--- src/rtl/div_issue_ctrl_pkg.sv ---
// Shared types and constants for the divider issue/writeback controller.
// Build option: DIV_ZERO_FAST_EN (see div_issue_ctrl.sv).
package div_issue_ctrl_pkg;

    // Divider pipeline depth; sets the default issue-to-result latency.
    localparam int DIV_PPL_STAGE = 8;

    localparam logic DIV_TYPE_SIGNED   = 1'b1;
    localparam logic DIV_TYPE_QUOTIENT = 1'b0;

    typedef enum logic [1:0] {
        ST_IDLE = 2'd0,
        ST_BUSY = 2'd1,
        ST_HOLD = 2'd2
    } div_state_e;

    // Register usage of the instruction currently in ID.
    typedef struct packed {
        logic [4:0] rs1;
        logic       rs1_re;
        logic [4:0] rs2;
        logic       rs2_re;
        logic [4:0] rd;
        logic       rd_we;
    } id_regs_t;

    function automatic logic reg_match(input logic en, input logic [4:0] a, input logic [4:0] b);
        return en && (a == b);
    endfunction

endpackage

--- src/rtl/div_issue_ctrl_if.sv ---
// Handshake/bus bundle between ID/EX, the divider datapath and the issue controller.
interface div_issue_ctrl_if;

    logic        ex_div_req;
    logic        ex_flush;
    logic        ex_sign;
    logic        ex_rem;
    logic [4:0]  ex_rd;
    logic [31:0] ex_op_a;
    logic [31:0] ex_op_b;
    logic [4:0]  id_rs1;
    logic [4:0]  id_rs2;
    logic        id_rs1_re;
    logic        id_rs2_re;
    logic [4:0]  id_rd;
    logic        id_rd_we;
    logic        pipe_wb_we;
    logic [31:0] div_result;

    logic        div_start;
    logic        div_sign;
    logic        div_rem;
    logic        div_wb_we;
    logic [4:0]  div_wb_addr;
    logic [31:0] div_wb_data;
    logic        busy;
    logic        stall_req;

    // Pipeline / divider side.
    modport master (
        output ex_div_req, ex_flush, ex_sign, ex_rem, ex_rd, ex_op_a, ex_op_b,
        output id_rs1, id_rs2, id_rs1_re, id_rs2_re, id_rd, id_rd_we,
        output pipe_wb_we, div_result,
        input  div_start, div_sign, div_rem, div_wb_we, div_wb_addr, div_wb_data,
        input  busy, stall_req
    );

    // Controller side.
    modport slave (
        input  ex_div_req, ex_flush, ex_sign, ex_rem, ex_rd, ex_op_a, ex_op_b,
        input  id_rs1, id_rs2, id_rs1_re, id_rs2_re, id_rd, id_rd_we,
        input  pipe_wb_we, div_result,
        output div_start, div_sign, div_rem, div_wb_we, div_wb_addr, div_wb_data,
        output busy, stall_req
    );

endinterface

--- src/rtl/div_issue_ctrl_hazard_cmp.sv ---
// Compares the ID instruction's register usage against the divider's pending destination.
module div_hazard_cmp
    import div_issue_ctrl_pkg::*;
(
    input  logic       pend_vld,
    input  logic [4:0] pend_rd,
    input  id_regs_t   id,
    output logic       hazard
);

    // x0 is never a real dependency.
    assign hazard = pend_vld && (pend_rd != 5'd0) &&
                    (reg_match(id.rs1_re, id.rs1, pend_rd) ||
                     reg_match(id.rs2_re, id.rs2, pend_rd) ||
                     reg_match(id.rd_we,  id.rd,  pend_rd));

endmodule

--- src/rtl/div_issue_ctrl.sv ---
// Issue/writeback scheduler for the pipelined divider: one divide in flight, RAW/WAW/structural stalls.
// Build option: DIV_ZERO_FAST_EN resolves divide-by-zero at issue without starting the divider.
module div_issue_ctrl
    import div_issue_ctrl_pkg::*;
#(
    parameter int DIV_LAT = DIV_PPL_STAGE,
    parameter int CNT_W   = $clog2(DIV_LAT + 1)
) (
    input logic             clk,
    input logic             rst,
    div_issue_ctrl_if.slave bus
);

    div_state_e       state;
    logic [CNT_W-1:0] cnt;
    logic [4:0]       pend_rd;
    logic [31:0]      buf_q;
    logic             rem_q;

    logic req_live, issue, zero_fast;
    logic res_vld, wb_busy, wb_hold, wb_we;
    logic structural, hazard;
    logic pend_vld;
    logic [4:0] cmp_rd;
    id_regs_t id_regs;

    // A divide into x0 is a NOP: it never issues, stalls or writes.
    assign req_live = bus.ex_div_req && !bus.ex_flush && (bus.ex_rd != 5'd0);
    assign issue    = (state == ST_IDLE) && req_live;

`ifdef DIV_ZERO_FAST_EN
    assign zero_fast = issue && (bus.ex_op_b == 32'd0);
`else
    assign zero_fast = 1'b0;
`endif

    assign res_vld = (state == ST_BUSY) && (cnt == CNT_W'(1));
    assign wb_busy = res_vld && !bus.pipe_wb_we;
    assign wb_hold = (state == ST_HOLD) && !bus.pipe_wb_we;
    assign wb_we   = wb_busy || wb_hold;

    // The issuing instruction already counts as pending, so compare against ex_rd then.
    assign pend_vld = issue || (state != ST_IDLE);
    assign cmp_rd   = (state == ST_IDLE) ? bus.ex_rd : pend_rd;
    assign id_regs  = '{rs1: bus.id_rs1, rs1_re: bus.id_rs1_re,
                        rs2: bus.id_rs2, rs2_re: bus.id_rs2_re,
                        rd:  bus.id_rd,  rd_we:  bus.id_rd_we};

    div_hazard_cmp u_hazard (
        .pend_vld (pend_vld),
        .pend_rd  (cmp_rd),
        .id       (id_regs),
        .hazard   (hazard)
    );

    assign structural = req_live && (state != ST_IDLE);

    assign bus.div_start   = issue && !zero_fast;
    assign bus.div_sign    = bus.div_start && bus.ex_sign;
    assign bus.div_rem     = rem_q;
    assign bus.div_wb_we   = wb_we;
    assign bus.div_wb_addr = wb_we ? pend_rd : 5'd0;
    assign bus.div_wb_data = wb_busy ? bus.div_result :
                             wb_hold ? buf_q : 32'd0;
    assign bus.busy        = (state != ST_IDLE);
    assign bus.stall_req   = structural || hazard;

    always_ff @(posedge clk) begin
        if (rst) begin
            state   <= ST_IDLE;
            cnt     <= '0;
            pend_rd <= 5'd0;
            buf_q   <= 32'd0;
            rem_q   <= 1'b0;
        end else begin
            case (state)
                ST_IDLE: begin
                    cnt <= '0;
                    if (issue) begin
                        pend_rd <= bus.ex_rd;
                        rem_q   <= bus.ex_rem;
                        if (zero_fast) begin
                            buf_q <= bus.ex_rem ? bus.ex_op_a : 32'hFFFF_FFFF;
                            state <= ST_HOLD;
                        end else begin
                            cnt   <= CNT_W'(DIV_LAT);
                            state <= ST_BUSY;
                        end
                    end
                end
                ST_BUSY: begin
                    if (cnt != '0)
                        cnt <= cnt - 1'b1;
                    // Pipeline owns the write port this cycle: park the result.
                    if (res_vld) begin
                        if (bus.pipe_wb_we) begin
                            buf_q <= bus.div_result;
                            state <= ST_HOLD;
                        end else begin
                            state <= ST_IDLE;
                        end
                    end
                end
                ST_HOLD: begin
                    cnt <= '0;
                    if (!bus.pipe_wb_we)
                        state <= ST_IDLE;
                end
                default: begin
                    cnt   <= '0;
                    state <= ST_IDLE;
                end
            endcase
        end
    end

    a_port_excl: assert property (@(posedge clk) disable iff (rst)
                                  !(bus.div_wb_we && bus.pipe_wb_we));
    a_cnt_range: assert property (@(posedge clk) disable iff (rst)
                                  cnt <= CNT_W'(DIV_LAT));

endmodule

--- src/flat_wrapper.sv ---
// flat-port wrapper written by rule: the top's interface ports become plain ports
module div_issue_ctrl_flat import div_issue_ctrl_pkg::*;
#(
    parameter int DIV_LAT = DIV_PPL_STAGE,
    parameter int CNT_W   = $clog2(DIV_LAT + 1)
)
  (clk, rst, bus_ex_div_req, bus_ex_flush, bus_ex_sign, bus_ex_rem, bus_ex_rd, bus_ex_op_a, bus_ex_op_b, bus_id_rs1, bus_id_rs2, bus_id_rs1_re, bus_id_rs2_re, bus_id_rd, bus_id_rd_we, bus_pipe_wb_we, bus_div_result, bus_div_start, bus_div_sign, bus_div_rem, bus_div_wb_we, bus_div_wb_addr, bus_div_wb_data, bus_busy, bus_stall_req);
  div_issue_ctrl_if bus_i ();
  input logic clk;
  input logic rst;
  input wire logic [$bits(bus_i.ex_div_req)-1:0] bus_ex_div_req;
  input wire logic [$bits(bus_i.ex_flush)-1:0] bus_ex_flush;
  input wire logic [$bits(bus_i.ex_sign)-1:0] bus_ex_sign;
  input wire logic [$bits(bus_i.ex_rem)-1:0] bus_ex_rem;
  input wire logic [$bits(bus_i.ex_rd)-1:0] bus_ex_rd;
  input wire logic [$bits(bus_i.ex_op_a)-1:0] bus_ex_op_a;
  input wire logic [$bits(bus_i.ex_op_b)-1:0] bus_ex_op_b;
  input wire logic [$bits(bus_i.id_rs1)-1:0] bus_id_rs1;
  input wire logic [$bits(bus_i.id_rs2)-1:0] bus_id_rs2;
  input wire logic [$bits(bus_i.id_rs1_re)-1:0] bus_id_rs1_re;
  input wire logic [$bits(bus_i.id_rs2_re)-1:0] bus_id_rs2_re;
  input wire logic [$bits(bus_i.id_rd)-1:0] bus_id_rd;
  input wire logic [$bits(bus_i.id_rd_we)-1:0] bus_id_rd_we;
  input wire logic [$bits(bus_i.pipe_wb_we)-1:0] bus_pipe_wb_we;
  input wire logic [$bits(bus_i.div_result)-1:0] bus_div_result;
  output wire logic [$bits(bus_i.div_start)-1:0] bus_div_start;
  output wire logic [$bits(bus_i.div_sign)-1:0] bus_div_sign;
  output wire logic [$bits(bus_i.div_rem)-1:0] bus_div_rem;
  output wire logic [$bits(bus_i.div_wb_we)-1:0] bus_div_wb_we;
  output wire logic [$bits(bus_i.div_wb_addr)-1:0] bus_div_wb_addr;
  output wire logic [$bits(bus_i.div_wb_data)-1:0] bus_div_wb_data;
  output wire logic [$bits(bus_i.busy)-1:0] bus_busy;
  output wire logic [$bits(bus_i.stall_req)-1:0] bus_stall_req;
  assign bus_i.ex_div_req = bus_ex_div_req;
  assign bus_i.ex_flush = bus_ex_flush;
  assign bus_i.ex_sign = bus_ex_sign;
  assign bus_i.ex_rem = bus_ex_rem;
  assign bus_i.ex_rd = bus_ex_rd;
  assign bus_i.ex_op_a = bus_ex_op_a;
  assign bus_i.ex_op_b = bus_ex_op_b;
  assign bus_i.id_rs1 = bus_id_rs1;
  assign bus_i.id_rs2 = bus_id_rs2;
  assign bus_i.id_rs1_re = bus_id_rs1_re;
  assign bus_i.id_rs2_re = bus_id_rs2_re;
  assign bus_i.id_rd = bus_id_rd;
  assign bus_i.id_rd_we = bus_id_rd_we;
  assign bus_i.pipe_wb_we = bus_pipe_wb_we;
  assign bus_i.div_result = bus_div_result;
  assign bus_div_start = bus_i.div_start;
  assign bus_div_sign = bus_i.div_sign;
  assign bus_div_rem = bus_i.div_rem;
  assign bus_div_wb_we = bus_i.div_wb_we;
  assign bus_div_wb_addr = bus_i.div_wb_addr;
  assign bus_div_wb_data = bus_i.div_wb_data;
  assign bus_busy = bus_i.busy;
  assign bus_stall_req = bus_i.stall_req;
  div_issue_ctrl #(.DIV_LAT(DIV_LAT), .CNT_W(CNT_W)) u_core (.clk(clk), .rst(rst), .bus(bus_i));
endmodule
--- config.mk ---
export PLATFORM = sky130hd
export DESIGN_NAME = div_issue_ctrl_flat
export DESIGN_NICKNAME = d
export VERILOG_FILES = /design/src/rtl/div_issue_ctrl_pkg.sv /design/src/rtl/div_issue_ctrl_if.sv /design/src/rtl/div_issue_ctrl_hazard_cmp.sv /design/src/rtl/div_issue_ctrl.sv /design/src/flat_wrapper.sv
export SDC_FILE = /design/constraint.sdc
export NUM_CORES = 1
export LEC_CHECK = 0
export CELL_PAD_IN_SITES_DETAIL_PLACEMENT = 2
export CELL_PAD_IN_SITES_GLOBAL_PLACEMENT = 2
export CORE_ASPECT_RATIO = 2
export CORE_UTILIZATION = 19
export DETAILED_ROUTE_END_ITERATION = 6
export MAX_ROUTING_LAYER = met4
export PLACE_DENSITY = 0.89
export SYNTH_ARGS = -nofsm -noshare
export SYNTH_HDL_FRONTEND = slang
export SYNTH_SLANG_ARGS = --single-unit
--- constraint.sdc ---
create_clock -name clk -period 3.05 [get_ports clk]
set_input_delay 0.61 -clock clk [delete_from_list [all_inputs] [get_ports clk]]
set_output_delay 0.61 -clock clk [all_outputs]
set_load 0.05 [all_outputs]
### After elaboration in Yosys (flattened, before gate mapping)

Cells that the tools add are included.

* register bits: 44
* output and inout port bits: 43
* logic and storage cells: 56

* add/sub/neg operators: 1
* equality and inequality tests: 10
* mux-type cells: 12
* reduce and logical (&&, ||, !) cells: 28

Operators by type and width (number)
* $mux 32: 2
* $eq 5x5->1: 3
* $logic_and 1x1->1: 13
* $mux 5: 2
* $reduce_bool 5->1: 2
* $mux 2: 4
* $mux 4: 2
* $pmux 4 s2: 1
* $pmux 2 s3: 1
* $reduce_and 3->1: 2
* $logic_or 1x1->1: 5
* $eq 4x1->1 const B: 1
* $ne 2x1->1 const B: 2
* $ne 2x2->1 const B: 2
* $reduce_bool 4->1: 1
* $sub 4x1->4 const B: 1
* $eq 2x1->1 const B: 1
* $eq 2x2->1 const B: 1
* $logic_not 1->1: 2
* $logic_not 2->1: 1
* $reduce_and 2->1: 1
* $reduce_bool 2->1: 1

### Longest topological paths before layout

Gate-level depths: netlist of run 1.

* word-level depth: 8
* gate-level depth with buffers: 9
* depth with buffers taken out: 7

### By module

From an unflattened synthesis of run 1, not the netlist that was laid out.

* cells, all modules: 288
* area, all modules: 2687.6 µm²

Modules (own cells, without submodules)
* div_issue_ctrl: times used 1, cells an instance 264, area each 2491.1 µm²
* div_hazard_cmp: times used 1, cells an instance 24, area each 196.4 µm²

### Least setup slack after synthesis of run 1

OpenSTA, ideal clock, no wires.

* path type: reg2out
* start: reg u_core.state[1]
* end: out bus_stall_req
* arrival time: 2.123 ns
* data required time: 2.440 ns
* setup slack: 0.317 ns
* stages on the path, launching flop included: 8
* path buffers: 0
* path through: dfxtp_1 nor2_4 inv_2 a2111oi_0 o221ai_1 a21oi_1 a2111oi_2 nor2_1

RTL lines
* from (decl): line div_issue_ctrl.sv:14 `div_state_e state;`
* from (signal assigned): line div_issue_ctrl.sv:70 `state <= ST_IDLE;`
* from (signal assigned): line div_issue_ctrl.sv:84 `state <= ST_HOLD;`
* from (signal assigned): line div_issue_ctrl.sv:87 `state <= ST_BUSY;`
* $reduce_bool 2->1 *
* via bus_busy: line flat_wrapper.sv:32 `output wire logic [$bits(bus_i.busy)-1:0] bus_busy;`
* $logic_or 1x1->1: line div_issue_ctrl.sv:43 `assign pend_vld = issue || (state != ST_IDLE);`
* $logic_and 1x1->1 (2 in a row): line div_issue_ctrl_hazard_cmp.sv:12 `assign hazard = pend_vld && (pend_rd != 5'd0) &&`
* $logic_or 1x1->1 *: line div_issue_ctrl.sv:66 `assign bus.stall_req = structural || hazard;`
* to (decl): line flat_wrapper.sv:33 `output wire logic [$bits(bus_i.stall_req)-1:0] bus_stall_req;`

The timed path passes the listed nets; every way through them passes the cells marked *.

### Worst setup path in the final report of run 1

* start: in bus_id_rs2[4]
* end: out bus_stall_req

* longest elaborated chain between the ends: 6

Ends and longest elaborated chain
* from (decl): line flat_wrapper.sv:19 `input wire logic [$bits(bus_i.id_rs2)-1:0] bus_id_rs2;`
* $eq 5x5->1: line div_issue_ctrl_pkg.sv:28 `return en && (a == b);`
* $logic_and 1x1->1: line div_issue_ctrl_pkg.sv:28
* $logic_or 1x1->1: line div_issue_ctrl_hazard_cmp.sv:13 `(reg_match(id.rs1_re, id.rs1, pend_rd) ||`
* $logic_or 1x1->1: line div_issue_ctrl_hazard_cmp.sv:14 `reg_match(id.rs2_re, id.rs2, pend_rd) ||`
* $logic_and 1x1->1: line div_issue_ctrl_hazard_cmp.sv:12
* $logic_or 1x1->1: line div_issue_ctrl.sv:66

No other way between the ends.

==> results of run 1 <==
[worst max-delay path, delay by kind of cell]
family          cells  cell delay (ns)
simple gates        2             0.31
buf+inv             2             0.61
compound gates      4             0.81
[layout by cell type (no fill, tap or decap), drive strengths merged, types with 4 or more instances in the layout]
| cell | instances |
|---|---|
| nand2 | 80 |
| buf | 66 |
| clkdlybuf4s50 | 54 |
| dfxtp | 44 |
| a21oi | 44 |
| a22o | 32 |
| nor2 | 17 |
| nor2b | 11 |
| inv | 8 |
| xnor2 | 7 |
| xor2 | 7 |
| nand2b | 6 |
| clkbuf | 6 |
| a2111oi | 5 |
| and2 | 4 |
| nor3 | 4 |
| dlygate4sd2 | 4 |
| dlymetal6s2s | 4 |
[how the worst max path moves through the flow]
stage / start / to / slack (ns)
2_1_floorplan: u_core.state[1]$_SDFFE_PP0P_ / bus_stall_req / 0.32
3_3_place_gp: bus_ex_rd[1] / bus_stall_req / -0.09
3_5_place_dp: bus_ex_rd[1] / bus_stall_req / -0.32
4_1_cts: bus_ex_rd[4] / bus_stall_req / 0.01
5_1_grt: bus_id_rs2[0] / bus_stall_req / 0.02
6_report: bus_id_rs2[4] / bus_stall_req / 0.09
[logic make-up after synthesis]
group	Yosys count	synth area share, %
flip-flops	44	36.4
multiplexers	3	1.24
XOR/XNOR	14	5.06
AND/OR/NAND/NOR	131	24.1
AO/OA/AOI/OAI	95	27.2
adder cells (fa/ha/maj)	2	1.03
buffers and inverters	28	4.96
[final cells by class]
class	count	area (um2)
Fill cell	1372	8160
Timing Repair Buffer	128	1600
Multi-Input combinational cell	245	1490
Sequential cell	44	881
Tap cell	150	188
Clock buffer	6	129
Inverter	8	30.0
Clock inverter	1	5.00
[per-layer routing]
metal | up-vias | part of all wire (%)
met5 | - | 0
met4 | 0 | 1.9
met3 | 11 | 3.4
met2 | 84 | 62
met1 | 1362 | 32
li1 | 1326 | -
[cell usage after synthesis, types with 4 or more instances]
| master | instances | area (um2) |
|---|---|---|
| nand2_1 | 79 | 297 |
| a21oi_1 | 44 | 220 |
| dfxtp_1 | 44 | 881 |
| a22o_1 | 32 | 280 |
| nor2_1 | 15 | 56.3 |
| clkbuf_1 | 13 | 48.8 |
| nor2b_1 | 11 | 68.8 |
| xnor2_1 | 7 | 61.3 |
| xor2_1 | 7 | 61.3 |
| buf_2 | 6 | 30.0 |
| inv_1 | 6 | 22.5 |
| nand2b_1 | 6 | 37.5 |
| a2111oi_0 | 4 | 35.0 |
| and2_1 | 4 | 25.0 |
| nor3_1 | 4 | 20.0 |
[sequential cells by signal, indices dropped and copies added, names as in the netlist]
name and flops:
u_core.buf_q 32, u_core.bus.div_rem 1, u_core.pend_rd 5, u_core.state 2, u_core.cnt 4
[metrics by stage]
| stage | util (%) | hold slack (ns) | setup WS, ns | instances | cell area [um2] |
|---|---|---|---|---|---|
| 2_1_floorplan | - | 0.437 | 0.317 | 317 | 2420 |
| 3_3_place_gp | 32.8 | 0.442 | -0.0936 | 572 | 4090 |
| 3_5_place_dp | 32.8 | 0.450 | -0.320 | 572 | 4090 |
| 4_1_cts | 34.2 | 0.462 | 0.0116 | 582 | 4270 |
| 6_report | 34.6 | 0.458 | 0.0925 | 582 | 4320 |
| 5_1_grt | 34.6 | 0.482 | 0.0152 | 582 | 4320 |
[power breakdown]
group	switching (mW)	internal [mW]	leakage, nW
logic	0.122	0.132	1.17
clock network	0.220	0.298	0.0667
registers	0.0113	0.582	0.355
[repair_timing]
| action | CTS | global route |
|---|---|---|
| setup buffers | 3 | 0 |
| pin swaps | 1 | 7 |
| setup endpoints to repair | 2 | 1 |
| gates resized for setup | 13 | 10 |
| endpoints found under the hold margin | 0 | 0 |
| hold buffers | 0 | 0 |
==> flow_metrics.env, run 1 <==
export IMPL_relSlewSlack_pct=66.0
export IMPL_ios=169
export IMPL_hold_end="u_core.buf_q[1]$_SDFFE_PP0P_"
export IMPL_netlist_area_mm2=0.00242
export IMPL_antenna_cells=0
export IMPL_critical_path_class="in2out"
export IMPL_use_met1_pct=13.6
export IMPL_ys_async_sr_fraction_pct=0
export IMPL_r2r_setup_slack_ns=1.39
export IMPL_final_period_utilization_pct=97.0
export IMPL_final_min_clock_period_ns=2.96
export IMPL_synthToLayoutAreaGrowth_pct=78.4
export IMPL_root_buffer="clkbuf_16"
export IMPL_rsz0062_at_grt="no"
export IMPL_grt_pass1_wl_um=16600
export IMPL_ys_warn_count=0
export IMPL_die_h_um=162
export IMPL_met3_usage_pct=2.02
export IMPL_vdd_drop_max_mv=0.271
export IMPL_synth_avg_cell_area_um2=7.64
export IMPL_worstSetupStartpointType="input pin"
export IMPL_grtUsageMet2_pct=36.6
export IMPL_hp_start="u_core.buf_q[1]$_SDFFE_PP0P_"
export IMPL_slowest_delay_ns=0.43
export IMPL_vias=2783
export IMPL_track_usage_pct=17.2
export IMPL_drt_iter0_drc=58
export IMPL_antenna_left=0
export IMPL_detail_route_first_pass_iterations=4
export IMPL_fin_tns_setup_ns=0
export IMPL_drive_above_1_share_pct=20.6
export IMPL_power_leakage_nw=1.60
export IMPL_setup_violations_final=0
export IMPL_vias_per_cell=4.78
export IMPL_ys_seq_elements=44
export IMPL_r2r_end="u_core.buf_q[8]$_SDFFE_PP0P_"
export IMPL_busiest_layer="met2"
export IMPL_endpoint_kind="output port"
export IMPL_wl_per_cell_um=18.5
export IMPL_hold_viol=0
export IMPL_cts_sinks=44
export IMPL_worst_ep_required_time_ns=2.44
export IMPL_max_freq_ghz=0.338
export IMPL_antenna_found_initial=0
export IMPL_grt_max_degree=33
export IMPL_slew_viol_final=0
export IMPL_worstMarginPinSlew_ns=0.509
export IMPL_clock_path_buffers=2
export IMPL_io_buffers=104
export IMPL_cp_slowest_cell="clkdlybuf4s50_1"
export IMPL_htreeDepth=2
export IMPL_place_gp_congestion=0.856
export IMPL_fin_skew_ns=0.00630
export IMPL_hold_path_class="reg2reg"
export IMPL_core_area_mm2=0.0125
export IMPL_totalWireLength_um=10800
export IMPL_nets=560
export IMPL_die_w_um=81.8
export IMPL_cap_violations=0
export IMPL_path_cells="clkdlybuf4s50_1 > nor2b_2 > a2111oi_4 > o221ai_1 > a21oi_2 > a2111oi_2 > nor2_1 > buf_6"
export IMPL_start_util_pct=19.4
export IMPL_yosysSeqAreaShare_pct=36.4
export IMPL_hold_depth=2
export IMPL_critPathMaxFanout=2
export IMPL_rows=58
export IMPL_overflow=0
export IMPL_drc=0
export IMPL_cts_tree="yes"
export IMPL_synth_edf_count=0
export IMPL_cts_buffers=5
export IMPL_reg2reg_from="u_core.cnt[0]$_SDFFE_PP0P_"
export IMPL_power_mw=1.36
export IMPL_syn_num_nets=445
export IMPL_ys_types=39
export IMPL_clkTransAtPathRegs_ns=0.06
export IMPL_cp_arrival_ns=2.35
export IMPL_clk_latency_ns=0.28
export IMPL_netlist_instances=317
export IMPL_first_global_vias=3376
export IMPL_r2r_cells=7
export IMPL_dp_hpwl_um=8480
export IMPL_status="finished, final reports clean"
export IMPL_die_area_mm2=0.0132
export IMPL_p_per_area_mw_per_mm2=316
export IMPL_yosys_most_used_dff="dfxtp_1"
Note: power is estimated with default switching activity, not from simulation.
==> run 2: changes to the inputs <==
--- a/config.mk
+++ b/config.mk
@@ -8,5 +8,4 @@
 export CELL_PAD_IN_SITES_DETAIL_PLACEMENT = 2
 export CELL_PAD_IN_SITES_GLOBAL_PLACEMENT = 2
-export CORE_ASPECT_RATIO = 2
 export CORE_UTILIZATION = 19
 export DETAILED_ROUTE_END_ITERATION = 6
==> constraint.sdc (replaced) <==
create_clock -name clk -period 3.05 [get_ports clk]
set_input_delay 0.7625 -clock clk [delete_from_list [all_inputs] [get_ports clk]]
set_output_delay 0.7625 -clock clk [all_outputs]
set_load 0.05 [all_outputs]
==> run 2 against run 1 <==
  * Via count grew 0.90%
  * Sequential cell count unchanged
  * Total power grew 8.9%
  * Worst setup slack got worse by 0.059 ns
  * Core utilization grew 2.4 points
  * Sequential power about the same
  * Clock skew rose by 0.0013 ns
  * Critical path depth is 1 higher
  * Sequential share of layout area decreased by 0.92 points
  * Count of clock-buffer cells in the layout is 1 lower
  * Critical path type unchanged
  * Largest power group is now clock
  * Highest routed layer unchanged
==> flow_metrics.env, run 2 (synthesis gave the netlist of run 1 again) <==
export IMPL_place_inst=595
export IMPL_track_usage_pct=16.6
export IMPL_fin_util_pct=37.1
export IMPL_root_buffer="clkbuf_16"
export IMPL_hold_end="u_core.buf_q[20]$_SDFFE_PP0P_"
export IMPL_p_sw_share_pct=25.3
export IMPL_htreeDepth=2
export IMPL_final_period_utilization_pct=98.9
export IMPL_antenna_cells=0
export IMPL_hold_path_class="reg2reg"
export IMPL_first_global_vias=3185
export IMPL_r2r_cells=7
export IMPL_cp_slowest_cell="nor4_2"
export IMPL_die_area_mm2=0.0132
export IMPL_grt_pass1_wl_um=16600
export IMPL_cap_violations=0
export IMPL_top_register="u_core.buf_q"
export IMPL_clk_latency_ns=0.28
export IMPL_die_w_um=115
export IMPL_synthToLayoutAreaGrowth_pct=86.9
export IMPL_worst_ep_required_time_ns=2.29
export IMPL_largest_register_ffs=32
export IMPL_fill_cells=1387
export IMPL_power_mw=1.49
export IMPL_r2r_setup_slack_ns=1.41
export IMPL_vdd_drop_max_mv=0.227
export IMPL_clkTransAtPathRegs_ns=0.07
export IMPL_status="finished, final reports clean"
export IMPL_vias=2808
export IMPL_clock_path_buffers=2
export IMPL_ios=169
export IMPL_cts_sinks=44
export IMPL_cp_arrival_ns=2.25
export IMPL_grt_max_degree=41
export IMPL_relSlewSlack_pct=66.6
export IMPL_nets=567
export IMPL_slowest_delay_ns=0.29
export IMPL_power_switching_uw=376
export IMPL_rsz0062_at_grt="yes"
export IMPL_timing_final_ws_setup_ns=0.0336
export IMPL_pre_cts_ws_ns=-0.422
export IMPL_antenna_left=0
export IMPL_overflow=0
export IMPL_antenna_found_initial=0
export IMPL_endpoint_kind="output port"
export IMPL_power_frac_clock_pct=42.2
export IMPL_worstSetupStartpointType="input pin"
export IMPL_final_min_clock_period_ns=3.02
export IMPL_max_freq_ghz=0.332
export IMPL_fin_skew_ns=0.00763
export IMPL_start_util_pct=19.8
export IMPL_dp_hpwl_um=7570
export IMPL_path_delay_family="simple AND/OR/NAND/NOR gates"
export IMPL_p_int_mw=1.11
export IMPL_reg2reg_from="u_core.cnt[0]$_SDFFE_PP0P_"
export IMPL_p_per_area_mw_per_mm2=328
export IMPL_wl_per_cell_um=17.3
export IMPL_seq_power_share_pct=39.9
export IMPL_power_frac_comb_pct=17.9
export IMPL_r2r_end="u_core.buf_q[12]$_SDFFE_PP0P_"
export IMPL_cts_buffers=5
export IMPL_core_area_mm2=0.0122
export IMPL_cts_tree="yes"
export IMPL_worstMarginPinSlew_ns=0.499
export IMPL_vias_per_cell=4.62
export IMPL_stdcell_count=608
export IMPL_detail_route_first_pass_iterations=3
export IMPL_drt_iter0_drc=66
export IMPL_slew_viol_final=0
export IMPL_mostFrequentLayoutCells="79 x nand2_1, 45 x clkdlybuf4s50_1, 44 x dfxtp_1"
export IMPL_fin_hold_ws_ns=0.457
export IMPL_setup_violations_final=0
export IMPL_drc=0
export IMPL_place_gp_congestion=0.856
export IMPL_drive_above_1_share_pct=25.5
export IMPL_path_cells="buf_2 > buf_4 > xor2_1 > nor3_1 > o21ai_1 > nor4_2 > a2111oi_2 > nor2_1 > buf_6"
export IMPL_largest_registers="u_core.buf_q x32, u_core.pend_rd x5, u_core.cnt x4"
export IMPL_totalWireLength_um=10500
export IMPL_hold_viol=0
export IMPL_critPathMaxFanout=4
export IMPL_hp_start="u_core.buf_q[20]$_SDFFE_PP0P_"
export IMPL_die_h_um=115
export IMPL_rows=40
export IMPL_critical_path_class="in2out"
export IMPL_power_leakage_nw=1.66
export IMPL_hold_depth=2
export IMPL_mostFrequentLayoutCell="nand2_1"
export IMPL_cts_hold_buf=0
export IMPL_cp_num_buf_inv=3
export IMPL_cp_startpoint="bus_ex_rd[3]"
export IMPL_io_buffers=104
==> run 2: changes by cell type in the layout (fill, tap and decap cells not counted), sizes merged, moves of 2 or more <==
cell,before,now
clkdlybuf4s50,54,45
dlymetal6s2s,4,2
dlygate4sd2,4,9
buf,66,74
clkdlybuf4s15,0,3
==> run 2: power groups by stage <==
stage          Sequential [mW]  Combinational [mW]  Clock (mW)
6_report                 0.593               0.266       0.628
5_1_grt                  0.594               0.285       0.674
4_1_cts                  0.593               0.253       0.655
3_5_place_dp             0.606               0.238           0
3_3_place_gp             0.605               0.228           0
2_1_floorplan            0.602              0.0901           0
==> run 2: worst max path at each step <==
stage                    endpoint  slack, ns  cells past startpoint
global route        bus_stall_req      -0.02                      9
CTS                 bus_stall_req      0.001                      8
detailed placement  bus_stall_req      -0.42                      9
global placement    bus_stall_req      -0.40                      9
floorplan           bus_stall_req       0.03                      6
finish              bus_stall_req       0.03                      9
==> run 2: worst min-delay path, delay by kind of cell, from the launching register on <==
family / cells / cell delay (ns)
simple gates: 1 / 0.05
flops: 1 / 0.31
compound gates: 1 / 0.05
==> run 2: repair_timing <==
| action | 4_1_cts | 5_1_grt |
|---|---|---|
| resized for setup | 49 | 15 |
| pin swaps | 12 | 11 |
| setup buffers | 1 | 4 |
| setup endpoints to repair | 3 | 3 |
==> run 2: through the flow <==
| step | setup TNS, ns | cell area (um2) |
|---|---|---|
| floorplan | 0 | 2420 |
| global placement | -0.734 | 4180 |
| detailed placement | -0.791 | 4180 |
| CTS | 0 | 4460 |
| global route | -0.0205 | 4530 |
| finish | 0 | 4530 |
==> run 2: area by class of cell <==
type | count | area, um2 | share of cell area (%)
well taps | 168 | 210 | 4.64
clock inverters | 3 | 46.3 | 1.02
repair buffers | 135 | 1670 | 36.9
inverters | 8 | 30.0 | 0.663
flip-flops and latches | 44 | 881 | 19.5
multi-input cells | 245 | 1560 | 34.5
clock buffers | 5 | 125 | 2.76
==> run 2: layer usage <==
layer,vias up,track usage (%),wire length (um)
li1,1349,-,-
met1,1369,16.8,4040
met2,82,32.2,5740
met3,8,3.90,635
met4,0,3.38,92
met5,-,-,0
